## config.mk

```make
export PLATFORM = sky130hd
export DESIGN_NAME = con_debounce
export DESIGN_NICKNAME = d
export VERILOG_FILES = /design/src/rtl/con_debounce.sv
export SDC_FILE = /design/constraint.sdc
export NUM_CORES = 1
export LEC_CHECK = 0
export BUFFER_PORTS_ARGS = -buffer_cell sky130_fd_sc_hd__buf_2
export CAP_MARGIN = 10
export CORE_AREA = 2 2 39 41
export DETAILED_ROUTE_END_ITERATION = 10
export DIE_AREA = 0 0 41 43
export GPL_TIMING_DRIVEN = 0
export SLEW_MARGIN = 20
export SYNTH_ARGS = -nofsm -noshare
export SYNTH_HDL_FRONTEND = slang
export SYNTH_SLANG_ARGS = --single-unit
export TNS_END_PERCENT = 5
```

## constraint.sdc

```tcl
create_clock -name clk -period 1.1 [get_ports clk]
set_input_delay 0.11 -clock clk [delete_from_list [all_inputs] [get_ports clk]]
set_output_delay 0.11 -clock clk [all_outputs]
set_load 0.02 [all_outputs]
```

## src/rtl/con_debounce.sv

```systemverilog
// Button conditioner for the 2-bit counter: two-flop synchroniser, saturating
// debounce counter, and registered level / press-pulse / con-enable outputs.
module con_debounce #(
  parameter int DB_CYCLES = 4,
  parameter int TOGGLE    = 1
) (
  input  logic clk,
  input  logic rst,
  input  logic btn,
  output logic con,
  output logic stable,
  output logic press
);

  localparam int CW = ($clog2(DB_CYCLES + 1) < 1) ? 1 : $clog2(DB_CYCLES + 1);
  localparam logic [CW-1:0] DLAST = CW'(DB_CYCLES - 1);

  logic          s1, s2;
  logic [CW-1:0] dcnt;
  logic          differ, upd;

  // upd marks the cycle on which stable takes the synchronised level
  assign differ = (s2 != stable);
  assign upd    = differ && (dcnt == DLAST);

  always_ff @(posedge clk or negedge rst) begin
    if (!rst) begin
      s1 <= 1'b0;
      s2 <= 1'b0;
    end else begin
      s1 <= btn;
      s2 <= s1;
    end
  end

  always_ff @(posedge clk or negedge rst) begin
    if (!rst) begin
      dcnt   <= '0;
      stable <= 1'b0;
      press  <= 1'b0;
    end else begin
      press <= upd && s2;
      if (!differ) begin
        dcnt <= '0;
      end else if (upd) begin
        stable <= s2;
        dcnt   <= '0;
      end else begin
        dcnt <= dcnt + 1'b1;
      end
    end
  end

  generate
    if (TOGGLE != 0) begin : g_toggle
      // only rising updates flip the enable; releases are ignored
      always_ff @(posedge clk or negedge rst) begin
        if (!rst)          con <= 1'b0;
        else if (upd && s2) con <= ~con;
      end
    end else begin : g_level
      always_ff @(posedge clk or negedge rst) begin
        if (!rst)     con <= 1'b0;
        else if (upd) con <= s2;
      end
    end
  endgenerate

endmodule

```

* Yosys cells after proc, flatten, opt, wreduce, memory -nomap -nowiden
Index checks and enable logic that the tools add are counted.
** Cells by class
- Add/subtract/negate cells :: 1
- Equal/unequal tests :: 2
- Multiplexer cells :: 2
- Bitwise logic cells :: 1
- Reductions and logical operators :: 3
** Operators by type and width (count)
- $mux 3 :: 2
- $add 3x1->3 const B :: 1
- $eq 3x2->1 const B :: 1
- $logic_and 1x1->1 :: 2
- $reduce_and 2->1 :: 1
- $ne 1x1->1 :: 1
- $not 1->1 :: 1
** Storage, ports and cells
- Bits in registers :: 8
- Bits of input ports :: 3
- Output and inout port bits :: 3
- Logic and storage cells :: 15

* Logic depth before layout (Yosys ltp)
Gate-level depths: netlist (run 1).
- Depth in word-level cells :: 4
- Mapped depth :: 3
- Depth with buffers taken out :: 3

* Worst setup path after synthesis (run 1)
No wires, ideal clock.
- Path kind :: register to register
- From :: register dcnt[0]
- To :: register stable
- Setup time :: 0.125 ns
- Arrival :: 0.985 ns
- Required time :: 0.975 ns
- Slack :: -0.010 ns
- Cell stages (with the launch flop) :: 4
- Path buffers :: 0
- Clock period less this slack :: 1.110 ns
- Path through :: dfrtp_1 > ha_1 > nor2b_2 > mux2_2
** On the way
- Cells in the longest elaborated chain, start to end :: 3
** RTL lines
- start: declaration :: RTL line 19 : logic [CW-1:0] dcnt;
- start signal: assignment :: RTL line 49 : dcnt <= dcnt + 1'b1;
- $eq 3x2->1 :: RTL line 24 : assign upd = differ && (dcnt == DLAST);
- $logic_and 1x1->1 :: RTL line 24
- $reduce_and 2->1 (no source line)
- end signal: assignment :: RTL line 39 : stable <= 1'b0;
- end signal: assignment :: RTL line 46 : stable <= s2;
- end: declaration :: RTL line 11 : output logic stable,
No other way between the ends.
A chain may end at the register's enable or synchronous reset.

* Worst setup path in the final report (run 1)
Ends and elaborated chain as after synthesis.

==> qor.yml, run 1 <==
clk_path_buf_depth: 2
setup_viol: 1
h-tree-depth: 1
min_path_type: "in2async"
rsz0062_at_grt: "true"
pin_count: 6
cp-start-kind: "register"
p_clk_share_pct: 23.5
final_antenna_net_count: 0
failed_checks: "setup timing"
drt-pass1-iter-count: 1
irDropWorstVdd_v: 0.0008992
ys_warn_count: 0
grt_pass1_wl_um: 807
vias: 179
slew_viol_final: 0
timing.fmax_mhz: 880.1
clk_pin_slew_ps: 60
mostFrequentLayoutCell: "dfrtp_1"
worstSetupPathType: "reg2reg"
hpwlAfterDp_um: 341.1
fin_setup_tns_ps: -36.23
cpPeakStageDelay_ps: 360
tightest_slew_ps: 312.8
synthCells: 17
pwr-share-seq_pct: 45.2
drcViolationCount: 0
synth.net_count: 21
clk_latency_ps: 250
hold_viol: 0
synth_seq_cells: 8
cts_sinks: 8
wl_per_cell_um: 10.53
port_buffers: 5
place_ws_ps: -78.03
seq_area_frac_synth_pct: 70.80
numCtsBuffers: 3
maxSlewHeadroom_pct: 79.00
die_x_um: 41
cp_num_buf_inv: 0
crit_family: "flip-flops"
swShare_pct: 30.35
std_cell_rows: 14
antenna_found_initial: 0
final_cell_mix: "8 x dfrtp_1, 5 x buf_2, 3 x clkbuf_4, 2 x dlygate4sd3_1, 2 x buf_4"
viasPerCell: 3.978
cp-endpoint: "stable$_DFFE_PN0P_"
clock_skew_ps: 10.43
synth_cell_types: 9
area_growth_pct: 42.04
period_share_pct: 103.3
synth.avg_cell_area_sq_um: 16.63
initial_core_util_pct: 20.43
status: "finished with violations"
grt-ovfl-total: 0
first_iter_violations: 0
ff2ff_setup_slack_ps: -40
finalNetCount: 35
power.internal_uw: 645.8
reg2reg_depth: 3
cp-startpoint: "dcnt[0]$_DFF_PN0_"
power_frac_comb_pct: 31.3
crit_path_top_delay_cell: "dfrtp_1"
core_sq_mm: 0.001384
required_ps: 1230
hold_ws_ps: 218.7
max-cap-violations: 0
p_sw_uw: 281.4
leakage_nw: 0.1959
die_h_um: 43
cts-root-buf: "clkbuf_4"
grt_max_degree: 9
min_period_ps: 1136
synth_area_sq_um: 282.8
diodes: 0
power.density_mw_per_mm2: 2309
dieArea_sq_mm: 0.001763
worst_r2r_startpoint: "dcnt[0]$_DFF_PN0_"
path_depth: 3
worst_ep_arrival_time_ps: 1260
first_global_vias: 196
path_cells: "ha_2 -> nor2b_4 -> mux2_4"
grt.total_usage_pct: 7.731
drive_gt1_share_pct: 48.28
critPathMaxFanout: 3
wl_um: 474
cp-end-kind: "register"
tritoncts: "built"
worst_slack_ps: -36.23
gp_congestion: 0.5857
rr_endpoint: "stable$_DFFE_PN0P_"
-- how the worst min path moves through the flow --
stage                     depth (start not counted)         endpoint  slack [ps]  from
after detailed placement                          1  con$_DFFE_PN0P_         -40   rst
final                                             2  con$_DFFE_PN0P_         220   rst
after floorplan                                   0  con$_DFFE_PN0P_        -190   rst
after global placement                            1  con$_DFFE_PN0P_         -50   rst
after global routing                              2  press$_DFF_PN0_         240   rst
after CTS                                         2  press$_DFF_PN0_         220   rst
-- state kept, by name (all words and copies together), names as in the netlist --
register  count
s1            1
con           1
s2            1
dcnt          3
press         1
stable        1
-- timing repair --
| item | 4_1_cts | 5_1_grt |
|---|---|---|
| hold buffers | 2 | 0 |
| setup buffers | 1 | 1 |
| hold endpoints to repair | 9 | 0 |
| pin swaps | 1 | 1 |
| endpoints found under the setup margin | 2 | 4 |
| gates resized for setup | 2 | 1 |
-- cell type report --
cell class                 count  area [sq um]
clock buffer                   3         22.52
sequential                     8         200.2
fill                         149         982.2
multi-input combinational      9         98.84
timing repair buffer           9         60.06
tap                           16         20.02
-- cells in the mapped netlist --
library cell | count | area share, %
and4bb_1 | 1 | 4.4
dfrtp_1 | 8 | 71
ha_1 | 1 | 4.4
mux2_2 | 1 | 4.0
nor2b_2 | 1 | 3.1
nor3_1 | 1 | 1.8
nor3b_1 | 2 | 5.3
xnor2_1 | 1 | 3.1
xor2_1 | 1 | 3.1
-- per-stage QoR --
stage / util, % / total power, mW / std cells / cell area, sq um
2_1_floorplan: - / 0.5791 / 17 / 287.8
4_1_cts: 28.12 / 0.9180 / 44 / 389.1
3_5_place_dp: 24.05 / 0.6617 / 38 / 332.8
6_report: 29.02 / 0.9272 / 45 / 401.6
5_1_grt: 29.02 / 0.9947 / 45 / 401.6
3_3_place_gp: 24.05 / 0.6380 / 38 / 332.8
-- layer usage --
metal  routed length (um)  up-vias  GRT usage [%]
li1                     -       82              -
met1                  183       89          7.047
met2                  246        8          9.688
met3                   44        0          7.853
met4                    0        0          6.000
met5                    0        -              0
-- kinds of logic after synthesis --
group                    synth area share [%]
flip-flops                              70.80
AND/OR/NAND/NOR                         14.60
XOR/XNOR                                6.196
multiplexers                            3.982
adder cells (fa/ha/maj)                 4.424
-- power by group through the flow --
stage / Sequential [mW] / Combinational [mW] / Clock, mW
6_report: 0.419 / 0.290 / 0.218
5_1_grt: 0.430 / 0.324 / 0.241
4_1_cts: 0.421 / 0.267 / 0.229
3_5_place_dp: 0.425 / 0.237 / 0
3_3_place_gp: 0.414 / 0.224 / 0
2_1_floorplan: 0.462 / 0.117 / 0
No activity file was read; power rests on OpenSTA's default activity.
==> run 2, diff against run 1 <==
BUFFER_PORTS_ARGS = default   (was -buffer_cell sky130_fd_sc_hd__buf_2)
DONT_BUFFER_PORTS = 1   (was default)
==> qor.yml, run 2 (synthesized netlist as in run 1, its figures left out) <==
status: "finished with violations"
failed_checks: "setup timing"
placed_cells_incl_taps: 33
dieArea_sq_mm: 0.001763
die_h_um: 43
worst_ep_arrival_time_ps: 1250
drt-pass1-iter-count: 1
slew_viol_final: 0
first_global_vias: 165
clk_pin_slew_ps: 50
cts-root-buf: "clkbuf_4"
reg2reg_depth: 3
numCtsBuffers: 3
cp-start-kind: "register"
grt_pass1_wl_um: 745
diodes: 0
setup_viol: 1
area_growth_pct: 36.73
max-cap-violations: 0
fin_area_sq_um: 386.6
worst_slack_ps: -14.40
clk_latency_ps: 260
hold_ws_ps: 190.5
vias: 170
pin_count: 6
initial_core_util_pct: 20.43
tightest_slew_ps: 349.0
antenna_found_initial: 0
gp_congestion: 0.5614
worstSetupPathType: "reg2reg"
fin_util_pct: 27.94
required_ps: 1240
hpwlAfterDp_um: 335.9
wl_per_cell_um: 12.70
final_cell_mix: "8 x dfrtp_1, 3 x clkbuf_4, 2 x dlygate4sd3_1, 2 x buf_4"
leakage_nw: 0.1747
min_period_ps: 1114
clock_skew_ps: 4.743
core_sq_mm: 0.001384
maxSlewHeadroom_pct: 76.66
rsz0062_at_grt: "true"
min_path_type: "in2async"
std_cell_rows: 14
final_antenna_net_count: 0
worst_r2r_startpoint: "dcnt[0]$_DFF_PN0_"
ff2ff_setup_slack_ps: -10
port_buffers: 0
place_area_sq_um: 307.8
irDropWorstVdd_v: 0.0009399
critPathMaxFanout: 3
rr_endpoint: "stable$_DFFE_PN0P_"
grt_max_degree: 9
instances_no_fill: 40
timing.fmax_mhz: 897.3
drive_gt1_share_pct: 37.50
fin_setup_tns_ps: -14.40
top_register: "dcnt"
period_share_pct: 101.3
hold_viol: 0
tritoncts: "built"
grt.total_usage_pct: 8.418
grt-ovfl-total: 0
largest_register_ffs: 3
die_x_um: 41
mostFrequentLayoutCell: "dfrtp_1"
finalNetCount: 30
power.density_mw_per_mm2: 2408
wl_um: 508
clk_path_buf_depth: 2
cp-end-kind: "register"
drcViolationCount: 0
cts_sinks: 8
viasPerCell: 4.250
h-tree-depth: 1
first_iter_violations: 0
run 2: changes by cell type in the layout (fill, tap and decap cells not counted):
cell / delta
ha_2: -1
buf_2: -5
ha_4: +1
run 2: critical path: stages, from the launching register on:
cell     delay, ps
dfrtp_1        400
ha_4           170
nor2b_4        130
mux2_4         290
run 2: layer usage:
layer / GRT usage [%] / share of wire, % / wire (um)
met5: 0 / 0 / 0
met4: 10.00 / 4.9 / 25
met3: 10.47 / 14 / 72
met2: 8.438 / 47 / 237
met1: 6.977 / 34 / 172
run 2: stage by stage:
step | power [mW] | setup WS, ps
2_1_floorplan | 0.5791 | 8.062
3_3_place_gp | 0.5945 | -16.92
3_5_place_dp | 0.6160 | -77.23
4_1_cts | 0.9019 | -25.76
5_1_grt | 1.016 | -30.35
6_report | 0.9309 | -14.40
run 2: timing repair:
action | in CTS | in global routing
buffers inserted | 2 | 0
hold buffers | 2 | 0
endpoints found under the setup margin | 2 | 4
pin swaps | 1 | 0
cloned | 0 | 0
gates resized for setup | 2 | 2
hold endpoints to repair | 9 | 0
run 2: how the worst max path moves through the flow:
stage / startpoint / endpoint / slack, ps
2_1_floorplan: dcnt[0]$_DFF_PN0_ / stable$_DFFE_PN0P_ / 8
3_3_place_gp: dcnt[0]$_DFF_PN0_ / stable$_DFFE_PN0P_ / -20
3_5_place_dp: dcnt[0]$_DFF_PN0_ / stable$_DFFE_PN0P_ / -80
4_1_cts: dcnt[0]$_DFF_PN0_ / stable$_DFFE_PN0P_ / -30
5_1_grt: dcnt[0]$_DFF_PN0_ / stable$_DFFE_PN0P_ / -30
6_report: dcnt[0]$_DFF_PN0_ / stable$_DFFE_PN0P_ / -10
run 2: area by class of cell:
cell class | count | area (sq um)
repair buffers | 4 | 35.03
multi-input cells | 9 | 108.9
flip-flops and latches | 8 | 200.2
well taps | 16 | 20.02
fillers | 143 | 997.2
clock buffers | 3 | 22.52
run 2: power by group:
part / leakage, nW / internal (mW) / switching, mW
clock: 0.0138 / 0.125 / 0.0988
combinational: 0.0597 / 0.144 / 0.0787
sequential: 0.101 / 0.367 / 0.118
total: 0.175 / 0.636 / 0.295
